===== src/rtl/dict_loader_if.sv =====
// Memory-read and dictionary-write bus between the dictionary preloader and its neighbours.
interface dict_loader_if #(
  parameter int unsigned NUM_DICTS     = 3,
  parameter int unsigned MAX_KEY_WIDTH = 8,
  parameter int unsigned MAX_VAL_WIDTH = 15
);
  logic                     mem_req_valid;
  logic                     mem_req_ready;
  logic [31:0]              mem_req_addr;
  logic [31:0]              mem_req_rdata;
  logic [NUM_DICTS-1:0]     dict_write_enable;
  logic [MAX_KEY_WIDTH-1:0] dict_write_index;
  logic [MAX_VAL_WIDTH-1:0] dict_write_val;

  modport master (
    output mem_req_valid, mem_req_addr,
    output dict_write_enable, dict_write_index, dict_write_val,
    input  mem_req_ready, mem_req_rdata
  );

  modport slave (
    input  mem_req_valid, mem_req_addr,
    input  dict_write_enable, dict_write_index, dict_write_val,
    output mem_req_ready, mem_req_rdata
  );
endinterface


===== src/rtl/dict_loader.sv =====
// Dictionary preloader: streams dictionary images from instruction memory into the
// compression dictionaries, then releases the core from reset.
module dict_loader #(
  parameter int unsigned              NUM_DICTS       = 3,
  parameter int unsigned              MAX_KEY_WIDTH   = 8,
  parameter int unsigned              MAX_VAL_WIDTH   = 15,
  parameter logic [8*NUM_DICTS-1:0]   DICT_KEY_WIDTHS = {8'd8, 8'd5, 8'd3},
  parameter logic [8*NUM_DICTS-1:0]   DICT_VAL_WIDTHS = {8'd15, 8'd10, 8'd7},
  parameter logic [31:0]              BASE_ADDR       = 32'h000F_0000,
  parameter bit                       AUTO_START      = 1'b1
) (
  input  logic                 clk,
  input  logic                 reset,
  input  logic                 start,
  output logic                 busy,
  output logic                 done,
  output logic                 core_resetn,
  output logic [NUM_DICTS-1:0] format_error,
  output logic [15:0]          entries_loaded,
  dict_loader_if.master        bus
);

  localparam int unsigned PTR_W  = (NUM_DICTS > 1) ? $clog2(NUM_DICTS) : 1;
  localparam int unsigned WPTR_W = 16;

  typedef enum logic [1:0] {IDLE, REQ, WRITE, DONE} state_t;

  state_t                   state, state_d;
  logic                     auto_pend;
  logic [PTR_W-1:0]         dict_ptr, dict_ptr_d;
  logic [MAX_KEY_WIDTH-1:0] index, index_d;
  logic [WPTR_W-1:0]        word_ptr, word_ptr_d;

  logic                     busy_d, done_d, core_resetn_d;
  logic [NUM_DICTS-1:0]     format_error_d;
  logic [15:0]              entries_loaded_d;
  logic                     valid_d;
  logic [31:0]              addr_d;
  logic [NUM_DICTS-1:0]     we_d;
  logic [MAX_KEY_WIDTH-1:0] widx_d;
  logic [MAX_VAL_WIDTH-1:0] wval_d;

  logic [7:0]               key_w_c, val_w_c;
  logic [31:0]              depth_m1_c, val_mask_c;
  logic                     last_in_dict_c, last_dict_c;
  logic [NUM_DICTS-1:0]     onehot_c;

  // Geometry of the dictionary currently being filled.
  always_comb begin
    key_w_c = '0;
    val_w_c = '0;
    for (int k = 0; k < int'(NUM_DICTS); k++) begin
      if (dict_ptr == PTR_W'(k)) begin
        key_w_c = DICT_KEY_WIDTHS[8*k +: 8];
        val_w_c = DICT_VAL_WIDTHS[8*k +: 8];
      end
    end
    depth_m1_c     = (32'd1 << key_w_c) - 32'd1;
    val_mask_c     = 32'((33'd1 << val_w_c) - 33'd1);
    last_in_dict_c = (32'(index) == depth_m1_c);
    last_dict_c    = (dict_ptr == PTR_W'(NUM_DICTS - 1));
    onehot_c       = NUM_DICTS'(1) << dict_ptr;
  end

  always_comb begin
    state_d          = state;
    dict_ptr_d       = dict_ptr;
    index_d          = index;
    word_ptr_d       = word_ptr;
    busy_d           = busy;
    done_d           = done;
    core_resetn_d    = core_resetn;
    format_error_d   = format_error;
    entries_loaded_d = entries_loaded;
    valid_d          = bus.mem_req_valid;
    addr_d           = bus.mem_req_addr;
    we_d             = '0;
    widx_d           = bus.dict_write_index;
    wval_d           = bus.dict_write_val;

    unique case (state)
      IDLE, DONE: begin
        // auto_pend is only ever set while still in IDLE after reset
        if (start || auto_pend) begin
          state_d          = REQ;
          dict_ptr_d       = '0;
          index_d          = '0;
          word_ptr_d       = '0;
          format_error_d   = '0;
          entries_loaded_d = '0;
          busy_d           = 1'b1;
          done_d           = 1'b0;
          core_resetn_d    = 1'b0;
          valid_d          = 1'b1;
          addr_d           = BASE_ADDR;
        end
      end
      REQ: begin
        if (bus.mem_req_ready) begin
          state_d = WRITE;
          valid_d = 1'b0;
          we_d    = onehot_c;
          widx_d  = index;
          wval_d  = MAX_VAL_WIDTH'(bus.mem_req_rdata & val_mask_c);
          if ((bus.mem_req_rdata & ~val_mask_c) != 32'd0)
            format_error_d = format_error | onehot_c;
        end
      end
      WRITE: begin
        entries_loaded_d = entries_loaded + 16'd1;
        word_ptr_d       = word_ptr + 1'b1;
        if (last_in_dict_c) begin
          index_d    = '0;
          dict_ptr_d = dict_ptr + 1'b1;
        end else begin
          index_d = index + 1'b1;
        end
        if (last_in_dict_c && last_dict_c) begin
          state_d       = DONE;
          busy_d        = 1'b0;
          done_d        = 1'b1;
          core_resetn_d = 1'b1;
        end else begin
          state_d = REQ;
          valid_d = 1'b1;
          addr_d  = BASE_ADDR + ((32'(word_ptr) + 32'd1) << 2);
        end
      end
      default: state_d = IDLE;
    endcase
  end

  always_ff @(posedge clk or posedge reset) begin
    if (reset) begin
      state                 <= IDLE;
      auto_pend             <= AUTO_START;
      dict_ptr              <= '0;
      index                 <= '0;
      word_ptr              <= '0;
      busy                  <= 1'b0;
      done                  <= 1'b0;
      core_resetn           <= 1'b0;
      format_error          <= '0;
      entries_loaded        <= '0;
      bus.mem_req_valid     <= 1'b0;
      bus.mem_req_addr      <= BASE_ADDR;
      bus.dict_write_enable <= '0;
      bus.dict_write_index  <= '0;
      bus.dict_write_val    <= '0;
    end else begin
      state                 <= state_d;
      auto_pend             <= 1'b0;
      dict_ptr              <= dict_ptr_d;
      index                 <= index_d;
      word_ptr              <= word_ptr_d;
      busy                  <= busy_d;
      done                  <= done_d;
      core_resetn           <= core_resetn_d;
      format_error          <= format_error_d;
      entries_loaded        <= entries_loaded_d;
      bus.mem_req_valid     <= valid_d;
      bus.mem_req_addr      <= addr_d;
      bus.dict_write_enable <= we_d;
      bus.dict_write_index  <= widx_d;
      bus.dict_write_val    <= wval_d;
    end
  end

endmodule


===== src/flat_wrapper.sv =====
// flat-port wrapper written by rule: the top's interface ports become plain ports
module dict_loader_flat 
#(
  parameter int unsigned              NUM_DICTS       = 3,
  parameter int unsigned              MAX_KEY_WIDTH   = 8,
  parameter int unsigned              MAX_VAL_WIDTH   = 15,
  parameter logic [8*NUM_DICTS-1:0]   DICT_KEY_WIDTHS = {8'd8, 8'd5, 8'd3},
  parameter logic [8*NUM_DICTS-1:0]   DICT_VAL_WIDTHS = {8'd15, 8'd10, 8'd7},
  parameter logic [31:0]              BASE_ADDR       = 32'h000F_0000,
  parameter bit                       AUTO_START      = 1'b1
)
  (clk, reset, start, busy, done, core_resetn, format_error, entries_loaded, bus_mem_req_valid, bus_mem_req_addr, bus_dict_write_enable, bus_dict_write_index, bus_dict_write_val, bus_mem_req_ready, bus_mem_req_rdata);
  dict_loader_if #(.NUM_DICTS(NUM_DICTS), .MAX_KEY_WIDTH(MAX_KEY_WIDTH), .MAX_VAL_WIDTH(MAX_VAL_WIDTH)) bus_i ();
  input  logic clk;
  input  logic reset;
  input  logic start;
  output logic busy;
  output logic done;
  output logic core_resetn;
  output logic [NUM_DICTS-1:0] format_error;
  output logic [15:0] entries_loaded;
  output wire logic [$bits(bus_i.mem_req_valid)-1:0] bus_mem_req_valid;
  output wire logic [$bits(bus_i.mem_req_addr)-1:0] bus_mem_req_addr;
  output wire logic [$bits(bus_i.dict_write_enable)-1:0] bus_dict_write_enable;
  output wire logic [$bits(bus_i.dict_write_index)-1:0] bus_dict_write_index;
  output wire logic [$bits(bus_i.dict_write_val)-1:0] bus_dict_write_val;
  input wire logic [$bits(bus_i.mem_req_ready)-1:0] bus_mem_req_ready;
  input wire logic [$bits(bus_i.mem_req_rdata)-1:0] bus_mem_req_rdata;
  assign bus_mem_req_valid = bus_i.mem_req_valid;
  assign bus_mem_req_addr = bus_i.mem_req_addr;
  assign bus_dict_write_enable = bus_i.dict_write_enable;
  assign bus_dict_write_index = bus_i.dict_write_index;
  assign bus_dict_write_val = bus_i.dict_write_val;
  assign bus_i.mem_req_ready = bus_mem_req_ready;
  assign bus_i.mem_req_rdata = bus_mem_req_rdata;
  dict_loader #(.NUM_DICTS(NUM_DICTS), .MAX_KEY_WIDTH(MAX_KEY_WIDTH), .MAX_VAL_WIDTH(MAX_VAL_WIDTH), .DICT_KEY_WIDTHS(DICT_KEY_WIDTHS), .DICT_VAL_WIDTHS(DICT_VAL_WIDTHS), .BASE_ADDR(BASE_ADDR), .AUTO_START(AUTO_START)) u_core (.clk(clk), .reset(reset), .start(start), .busy(busy), .done(done), .core_resetn(core_resetn), .format_error(format_error), .entries_loaded(entries_loaded), .bus(bus_i));
endmodule

===== config.mk =====
export PLATFORM = sky130hd
export DESIGN_NAME = dict_loader_flat
export DESIGN_NICKNAME = d
export VERILOG_FILES = /design/src/rtl/dict_loader_if.sv /design/src/rtl/dict_loader.sv /design/src/flat_wrapper.sv
export SDC_FILE = /design/constraint.sdc
export NUM_CORES = 1
export LEC_CHECK = 0
export ABC_AREA = 1
export BUFFER_PORTS_ARGS = -buffer_cell sky130_fd_sc_hd__buf_2
export CORE_ASPECT_RATIO = 2
export CORE_MARGIN = 10
export CORE_UTILIZATION = 45
export CTS_CLUSTER_DIAMETER = 100
export DETAILED_ROUTE_END_ITERATION = 8
export PLACE_DENSITY = 0.72
export SETUP_SLACK_MARGIN = 0.1
export SLEW_MARGIN = 20
export SYNTH_ARGS = -nofsm -noshare
export SYNTH_HDL_FRONTEND = slang
export SYNTH_SLANG_ARGS = --single-unit

===== constraint.sdc =====
create_clock -name clk -period 3.2 [get_ports clk]
set_clock_uncertainty 0.15 [all_clocks]
set_input_delay 0 -clock clk [delete_from_list [all_inputs] [get_ports clk]]
set_output_delay 0 -clock clk [all_outputs]
set_load 0.02 [all_outputs]

== Word level (Yosys, flattened, before mapping) ==
Cells that the tools add are included.

* Divide/modulo/power cells: 0
* $add $sub $neg: 8
* Shift-type cells: 3
* $mul: 0
* Reduce and logical (&&, ||, !) cells: 16
* $lt $le $gt $ge: 0
* Multiplexer cells: 37
* Bitwise logic cells: 4
* Eq/ne operators: 12

{| class="wikitable"
|+ Operators with widths
! operator !! count
|-
| two-way mux 32 bit || 2
|-
| one-hot mux 16 bit (2 select lines) || 2
|-
| one-hot mux 32 bit (2 select lines) || 1
|-
| subtractor 32 x 1 -> 32 bit (second input constant) || 2
|-
| adder 16 x 1 -> 16 bit (second input constant) || 2
|-
| adder 20 x 32 -> 32 bit (first input constant) || 1
|-
| bitwise AND 32 bit || 1
|-
| == test 8 x 32 -> 1 bit || 1
|-
| two-way mux 8 bit || 4
|-
| NOT 32 bit || 1
|-
| nonzero test 32 bit || 1
|-
| left shift 1 x 4 -> 32 bit (first input constant) || 1
|-
| left shift 1 x 8 -> 32 bit (first input constant) || 1
|-
| two-way mux 3 bit || 6
|-
| adder 16 x 1 -> 17 bit (second input constant) || 1
|-
| two-way mux 16 bit || 1
|-
| one-hot mux 8 bit (2 select lines) || 1
|-
| bitwise AND 15 bit || 1
|-
| two-way mux 2 bit || 6
|-
| AND reduction 3 bit || 4
|-
| adder 8 x 1 -> 8 bit (second input constant) || 1
|-
| two-way mux 4 bit || 2
|-
| inequality test 2 x 1 -> 1 bit (second input constant) || 4
|-
| == test 2 bit (second input constant) || 3
|-
| other kinds (18) || 30
|}

* Output and inout port bits: 81
* Logic and storage cells: 94
* Bits in registers: 109
* Memory bits (read-only): 0
* Memories: 0
* Bits in writable memories: 0
* Bits in latches: 0
* Input port bits: 36

== Logic depth before layout (Yosys ltp) ==
Gate-level depths: netlist of the first run.

* Depth in word-level cells: 12
* Depth in mapped cells: 15
* Mapped depth without buffers: 15

== Worst setup path after synthesis of the first run ==
No wires, ideal clock.

* Path kind: flip-flop to flip-flop
* From: register u_core.dict_ptr[0]
* To: register u_core.bus.mem_req_addr[5]
* Setup time: 127 ps
* Required time: 2923 ps
* Arrival time: 1887 ps
* Path buffers: 1
* Period minus slack after synthesis: 2165 ps
* Slack: 1035 ps
* Cell stages (with the launch flop): 16
* Path through: dfrtp_1 inv_1 ha_1 nand3_1 ha_1 inv_1 nor2_1 nand2_1 nor2_1 nand2_1 nor2_4 nand4_4 nand2_4 buf_12 nand2_1 o21ai_2

* Word-level cells in the longest chain between the ends: 10
* Elaborated cells between the ends (all ways): 12
* Classes of those cells: 1 x add/sub; 4 x eq/ne; 1 x shift; 3 x mux; 3 x reduce/logical

{| class="wikitable"
|+ Ends and longest elaborated chain
! item !! line !! RTL
|-
| start, declared || dict_loader.sv:30 || <nowiki>logic [PTR_W-1:0] dict_ptr, dict_ptr_d;</nowiki>
|-
| start signal, assigned || dict_loader.sv:153 || <nowiki>dict_ptr <= dict_ptr_d;</nowiki>
|-
| zero test 2 bit || dict_loader.sv:53 || <nowiki>if (dict_ptr == PTR_W'(k)) begin</nowiki>
|-
| two-way mux 2 bit || dict_loader.sv:53 ||
|-
| two-way mux 8 bit (2 in series) || dict_loader.sv:53 ||
|-
| left shift 1 x 8 -> 32 bit || dict_loader.sv:58 || <nowiki>depth_m1_c = (32'd1 << key_w_c) - 32'd1;</nowiki>
|-
| subtractor 32 x 1 -> 32 bit || dict_loader.sv:58 ||
|-
| == test 8 x 32 -> 1 bit || dict_loader.sv:60 || <nowiki>last_in_dict_c = (32'(index) == depth_m1_c);</nowiki>
|-
| logical AND 1 bit * || dict_loader.sv:118 || <nowiki>if (last_in_dict_c && last_dict_c) begin</nowiki>
|-
| inequality test 2 bit (no line) * || - ||
|-
| AND reduction 3 bit (no line) * || - ||
|-
| end signal, assigned || dict_loader.sv:162 || <nowiki>bus.mem_req_addr <= addr_d;</nowiki>
|-
| end, declared || dict_loader_if.sv:16 || <nowiki>output mem_req_valid, mem_req_addr,</nowiki>
|}

Every way passes the cells marked *; elsewhere a longest branch is shown, timed or not.
A chain may end at the register's enable or synchronous reset.

== Final worst setup path of the first run ==
* From: register u_core.dict_ptr[0]
* To: register u_core.bus.mem_req_addr[4]

The elaborated chain is that of the path after synthesis.

==> results.sh, run 1 <==
export IMPL_outcome="completed"
export IMPL_power_density_nw_per_um2=673
export IMPL_rows=54
export IMPL_yosysTopAreaCell="dfrtp_1"
export IMPL_worstHoldStart="bus_mem_req_rdata[30]"
export IMPL_dp_slack_ps=565
export IMPL_grt_pass1_wl_um=22600
export IMPL_drv_cap=0
export IMPL_clk_path_buf_depth=2
export IMPL_die_h_um=170
export IMPL_yosysMostFrequentCell="nand2_1"
export IMPL_cts_root_buf="clkbuf_16"
export IMPL_power_internal_mw=2.50
export IMPL_instances_no_fill=903
export IMPL_cts_made_buffers=9
export IMPL_cp_start_kind="flop"
export IMPL_portBuffers=103
export IMPL_hold_violations=0
export IMPL_synthArstFlopShare_pct=100
export IMPL_synth_edf_count=0
export IMPL_post_cts_resized=0
export IMPL_cts_setup_buffers=0
export IMPL_synth_area_leaders="dfrtp_1 45%, nand2_1 14%, nor2_1 4.5%"
export IMPL_cts_tree="yes"
export IMPL_drt_total_wl_um=13800
export IMPL_route_detailed_drc=0
export IMPL_path_class="reg -> reg"
export IMPL_drt_first_pass_iters=4
export IMPL_combPwrFrac_pct=36.4
export IMPL_reg2reg_from="u_core.dict_ptr[0]"
export IMPL_vias_per_cell=5.05
export IMPL_drtAntennaViolNets=0
export IMPL_dp_hpwl_um=10700
export IMPL_dpl_cell_count=867
export IMPL_yosys_top_cells_count="190 x nand2_1, 91 x dfrtp_1, 61 x nor2_1"
export IMPL_slew_headroom_pct=52.4
export IMPL_io_pins=117
export IMPL_antenna_cells=0
export IMPL_ir_worst_vdd_mv=0.370
export IMPL_worst_slack_ps=562
export IMPL_period_share_pct=82.4
export IMPL_vias=4563
export IMPL_pwr_share_clk_pct=26.3
export IMPL_synth_cells=633
export IMPL_ys_ff_latch=96
export IMPL_arrival_ps=2720
export IMPL_endpoint_kind="flop"
export IMPL_gp_congestion=0.892
export IMPL_clkLatencyLatePin_ps=340
export IMPL_cp_max_fo=32
export IMPL_setup_viol=0
export IMPL_dieArea_um2=16200
export IMPL_grt_antenna_before_repair=0
export IMPL_synth_area_um2=5090
export IMPL_h_tree_depth=3
export IMPL_core_um2=11000
export IMPL_power_frac_seq_pct=37.3
export IMPL_yosys_most_used_dff="dfrtp_1"
export IMPL_finalMaxSlewViolations=0
export IMPL_p_leak_nw=3.17
export IMPL_nNetsFinal=810
export IMPL_wl_per_cell_um=15.3
export IMPL_die_w_um=95.2
export IMPL_switchingPower_mw=1.68
export IMPL_final_setup_tns_ps=0
export IMPL_ys_warn_count=0
export IMPL_tightest_slew_ps=712
export IMPL_post_route_min_period_ps=2640
export IMPL_rsz0062_at_grt="no"
export IMPL_syn_avg_cell_area_um2=8.03
export IMPL_timing_fmax_mhz=379
export IMPL_area_growth_pct=21.8
export IMPL_grt_usage_pct=17.4
export IMPL_floorplan_initialDensity_pct=46.2
export IMPL_overflow=0
export IMPL_cp_required_ps=3280
export IMPL_drt_iter0_drc=209
export IMPL_p_total_mw=4.17
export IMPL_critPathLaunch="u_core.dict_ptr[0]"
export IMPL_ys_seq_area_share_pct=47.4
export IMPL_synth_top_area_share_pct=44.8
export IMPL_worst_hold_path_type="in -> reg"
export IMPL_clock_sinks=96
export IMPL_grt_max_degree=57
export IMPL_clk_pin_slew_worst_paths_ps=60
export IMPL_yosysUniqueCellTypes=40
export IMPL_drive_gt1_share_pct=20.6
export IMPL_p_sw_share_pct=40.2
export IMPL_grt_pass1_vias=4702
per-layer routing:
metal / vias to the layer above / share of wire, % / global-route usage (%)
li1: 2254 / - / -
met1: 2158 / 35 / 16.9
met2: 117 / 55 / 32.4
met3: 34 / 6.2 / 3.88
met4: 0 / 3.6 / 9.29
met5: - / 0 / 0
critical path: stages (launching register included):
cell	delay, ps
dfrtp_1	460
inv_1	130
ha_1	310
nand3_1	120
ha_1	130
inv_1	30
nor2_1	80
nand2_1	50
nor2_1	80
nand2_1	90
nor2_4	140
nand4_4	120
nand2_4	350
inv_2	150
nand2_1	90
nand2_1	40
path summary, 6_finish.rpt:
path | slack [ps] | endpoint | cells past startpoint
worst max register to register | 560 | u_core.bus.mem_req_addr[4] | 15
worst max-delay path | 560 | u_core.bus.mem_req_addr[4] | 15
worst min-delay path | 40 | u_core.format_error[0] | 7
min in group asynchronous | 180 | u_core.bus.mem_req_addr[6] | 3
max in group asynchronous | 2000 | u_core.bus.mem_req_addr[17] | 4
worst min register to register | 320 | u_core.bus.mem_req_addr[18] | 2
final cells by class:
cell class / instances / area (µm²)
fillers: 1046 / 4820
clock inverters: 2 / 37.5
multi-input cells: 460 / 2300
inverters: 61 / 231
repair buffers: 130 / 781
clock buffers: 14 / 264
flip-flops and latches: 96 / 2410
well taps: 140 / 175
per-stage QoR:
stage	utilization, %	cell area, µm²	hold WS [ps]
2_1_floorplan	-	5140	-17.3
3_3_place_gp	51.7	5690	2.94
3_5_place_dp	51.7	5690	12.7
4_1_cts	56.2	6190	35.4
5_1_grt	56.2	6190	69.6
6_report	56.2	6190	38.4
sequential cells by signal (all words and copies together), names as in the netlist:
| register | cells |
|---|---|
| u_core.bus.mem_req_addr | 19 |
| u_core.entries_loaded | 16 |
| u_core.word_ptr | 16 |
| u_core.bus.dict_write_val | 15 |
| u_core.bus.dict_write_index | 8 |
| u_core.index | 8 |
| u_core.bus.dict_write_enable | 3 |
| u_core.format_error | 3 |
| u_core.dict_ptr | 2 |
| u_core.state | 2 |
| u_core.auto_pend | 1 |
| u_core.bus.mem_req_valid | 1 |
| u_core.busy | 1 |
| u_core.done | 1 |
cell usage in the layout (no fill, tap or decap), drive strengths merged:
master       netlist  final
nor3              12     12
and3               1      1
nand3b             2      2
conb               1     15
xnor2              1      1
a21oi             19     19
o21ai             59     59
dlygate4sd3        0     20
bufinv             0      1
o31ai              7      7
clkinv             1      1
buf               22    110
clkinvlp           0      1
clkbuf             8     14
and2               1      1
nand2            196    196
nor2              62     62
a211oi             1      1
o21bai             1      1
inv               60     60
a22o               2      2
xor2              11     11
nand3             33     33
dfrtp             91     91
nor4               2      2
ha                16     16
or2                4      4
o22ai              3      3
dfstp              5      5
nand4             12     12
timing repair:
action	4_1_cts	5_1_grt
endpoints found under the hold margin	71	0
endpoints found under the setup margin	0	0
hold buffers	20	0
power by group through the flow:
stage                     logic (mW)  clock network, mW  registers [mW]
after detailed placement        1.52                  0            1.58
after global placement          1.49                  0            1.56
after floorplan                0.944                  0            1.74
final                           1.52               1.10            1.56
after global routing            1.70               1.18            1.58
after CTS                       1.55               1.11            1.56
cell families (layout without fill, tap and decap cells):
logic type,after synthesis,in the layout,synth area share [%]
flops,96,96,47.4
xor+xnor,12,12,2.07
simple gates,325,325,27.4
other cells,1,15,0.0737
fa+ha+maj,16,16,3.94
compound gates,92,92,10.7
buf+inv,91,207,8.54
Note: power is estimated with default switching activity, not from simulation.
==> inputs of run 2 (changes only) <==
==> constraint.sdc (replaced) <==
create_clock -name clk -period 2.6 [get_ports clk]
set_clock_uncertainty 0.15 [all_clocks]
set_input_delay 0 -clock clk [delete_from_list [all_inputs] [get_ports clk]]
set_output_delay 0 -clock clk [all_outputs]
set_load 0.02 [all_outputs]
==> run 2 against run 1 <==
Against the previous run:
- global-route usage up 0.42 points
- combinational power grew 31%
- clock power up 16%
- critical path depth fell by 3
- worst hold slack got worse by 34 ps
- core utilization rose by 0.75 points
- largest cell class unchanged
- largest power group is now combinational logic
- highest routed layer unchanged
==> results.sh, run 2 (same netlist as run 1, synthesis figures left out) <==
export IMPL_grt_antenna_before_repair=0
export IMPL_cp_depth=12
export IMPL_rsz0062_at_grt="yes"
export IMPL_cts_made_buffers=9
export IMPL_io_pins=117
export IMPL_worst_hold_path_type="in -> reg"
export IMPL_arrival_ps=2480
export IMPL_grt_pass1_vias=4879
export IMPL_placed_area_um2=5750
export IMPL_nNetsFinal=820
export IMPL_p_total_mw=5.18
export IMPL_outcome="completed"
export IMPL_pwr_share_clk_pct=24.7
export IMPL_rr_worst_depth=12
export IMPL_hold_slack_ps=4.32
export IMPL_cts_root_buf="clkbuf_16"
export IMPL_vias=4615
export IMPL_period_share_pct=90.4
export IMPL_regMostFlops="u_core.bus.mem_req_addr"
export IMPL_gp_congestion=0.895
export IMPL_tightest_slew_ps=588
export IMPL_slowest_stage="dfrtp_1"
export IMPL_ir_worst_vdd_mv=0.393
export IMPL_cts_tree="yes"
export IMPL_clk_path_buf_depth=2
export IMPL_wl_per_cell_um=15.4
export IMPL_clk_pin_slew_worst_paths_ps=70
export IMPL_power_internal_mw=3.03
export IMPL_mostFrequentLayoutCell="nand2_1"
export IMPL_p_leak_nw=3.22
export IMPL_die_h_um=170
export IMPL_drt_total_wl_um=14100
export IMPL_antenna_cells=0
export IMPL_critPathLaunch="u_core.dict_ptr[1]"
export IMPL_cp_required_ps=2730
export IMPL_route_detailed_drc=0
export IMPL_slowest_delay_ps=410
export IMPL_path_buf_inv=3
export IMPL_drive_gt1_share_pct=22.4
export IMPL_final_area_um2=6280
export IMPL_cp_start_kind="flop"
export IMPL_floorplan_initialDensity_pct=46.2
export IMPL_dieArea_um2=16200
export IMPL_rows=54
export IMPL_slew_headroom_pct=60.4
export IMPL_grt_usage_pct=17.8
export IMPL_grt_max_degree=97
export IMPL_crit_family="simple AND/OR/NAND/NOR gates"
export IMPL_dp_hpwl_um=10900
export IMPL_area_growth_pct=23.4
export IMPL_clock_sinks=96
export IMPL_setup_viol=0
export IMPL_timing_fmax_mhz=425
export IMPL_drt_first_pass_iters=4
export IMPL_h_tree_depth=3
export IMPL_switchingPower_mw=2.15
export IMPL_cp_max_fo=13
export IMPL_reg2reg_slack_ps=250
export IMPL_p_sw_share_pct=41.5
export IMPL_overflow=0
export IMPL_largest_reg_flops=19
export IMPL_reg_top3="u_core.bus.mem_req_addr: 19 flops, u_core.entries_loaded: 16 flops, u_core.word_ptr: 16 flops"
export IMPL_drt_iter0_drc=232
export IMPL_layout_common_cells="189 x nand2_1, 103 x buf_2, 90 x dfrtp_1"
export IMPL_final_setup_tns_ps=0
export IMPL_combPwrFrac_pct=38.4
export IMPL_reg2reg_to="u_core.bus.mem_req_addr[16]"
export IMPL_grt_pass1_wl_um=22900
export IMPL_reg2reg_from="u_core.dict_ptr[1]"
export IMPL_hold_violations=0
export IMPL_drv_cap=0
export IMPL_die_w_um=95.2
export IMPL_endpoint="u_core.bus.mem_req_addr[16]"
export IMPL_endpoint_kind="flop"
export IMPL_finalMaxSlewViolations=0
export IMPL_path_class="reg -> reg"
export IMPL_power_density_nw_per_um2=826
export IMPL_core_um2=11000
export IMPL_portBuffers=103
export IMPL_clkLatencyLatePin_ps=350
export IMPL_power_frac_seq_pct=36.8
export IMPL_path_cells="buf_4 > ha_1 > inv_1 > nand3_1 > nand2_1 > nand2_1 > nor2_4 > nand4_4 > nand2_8 > buf_4 > nand2_1 > o21ai_2"
export IMPL_cpMostUsedCell="nand2_1"
export IMPL_drtAntennaViolNets=0
export IMPL_vias_per_cell=5.05
export IMPL_post_route_min_period_ps=2350
[run 2: changes by cell type in the layout (fill, tap and decap cells not counted), sizes merged]
cell / before / now
buf: 110 / 120
bufinv: 1 / 0
clkbuf: 14 / 9
clkinv: 1 / 2
inv: 60 / 65
[run 2: through the flow]
step | cells | util, % | setup slack (ps)
2_1_floorplan | 647 | - | 435
3_3_place_gp | 875 | 52.2 | 263
3_5_place_dp | 875 | 52.2 | 153
4_1_cts | 911 | 56.6 | 140
5_1_grt | 913 | 57.0 | 81.3
6_report | 913 | 57.0 | 250
[run 2: repair_timing]
item                                    CTS  global route
hold buffers                             20             0
endpoints found under the hold margin   109             0
endpoints found under the setup margin    0            25
setup buffers                             0             2
gates resized for setup                   0             5
[run 2: how the worst min path moves through the flow]
stage                     startpoint                             to  cells past startpoint
2_1_floorplan  bus_mem_req_rdata[11]  u_core.bus.dict_write_val[11]                      1
3_3_place_gp                   reset     u_core.bus.mem_req_addr[5]                      3
3_5_place_dp                   reset   u_core.bus.dict_write_val[2]                      3
4_1_cts        bus_mem_req_rdata[31]         u_core.format_error[0]                      7
5_1_grt        bus_mem_req_rdata[15]         u_core.format_error[0]                      7
6_report       bus_mem_req_rdata[31]         u_core.format_error[0]                      7
[run 2: worst register-to-register path: stages, from the launching register on]
cell	delay, ps
dfrtp_1	410
buf_4	160
ha_1	310
inv_1	160
nand3_1	80
nand2_1	110
nand2_1	100
nor2_4	160
nand4_4	140
nand2_8	170
buf_4	200
nand2_1	80
o21ai_2	60
[run 2: power groups by stage]
| stage | Combinational (mW) | Sequential, mW | Clock [mW] |
|---|---|---|---|
| after floorplan | 1.16 | 2.14 | 0 |
| after global placement | 1.91 | 1.93 | 0 |
| after detailed placement | 1.95 | 1.94 | 0 |
| after CTS | 1.98 | 1.91 | 1.32 |
| after global routing | 2.22 | 1.94 | 1.38 |
| final | 1.99 | 1.91 | 1.28 |
[run 2: final cells by class]
class                           count  area, µm²
Fill cell                        1035       4740
Sequential cell                    96       2410
Multi-Input combinational cell    460       2320
Timing Repair Buffer              140        856
Inverter                           61        233
Clock buffer                        9        225
Tap cell                          140        175
Clock inverter                      7       60.1
[run 2: per-layer routing]
metal / share of wire, % / wire length (µm) / vias up / global-route usage [%]
li1: - / - / 2273 / -
met2: 59 / 8270 / 121 / 34.9
met4: 4.4 / 613 / 0 / 10.2
met1: 32 / 4460 / 2175 / 15.9
met3: 5.2 / 734 / 46 / 3.22
met5: 0 / 0 / - / 0
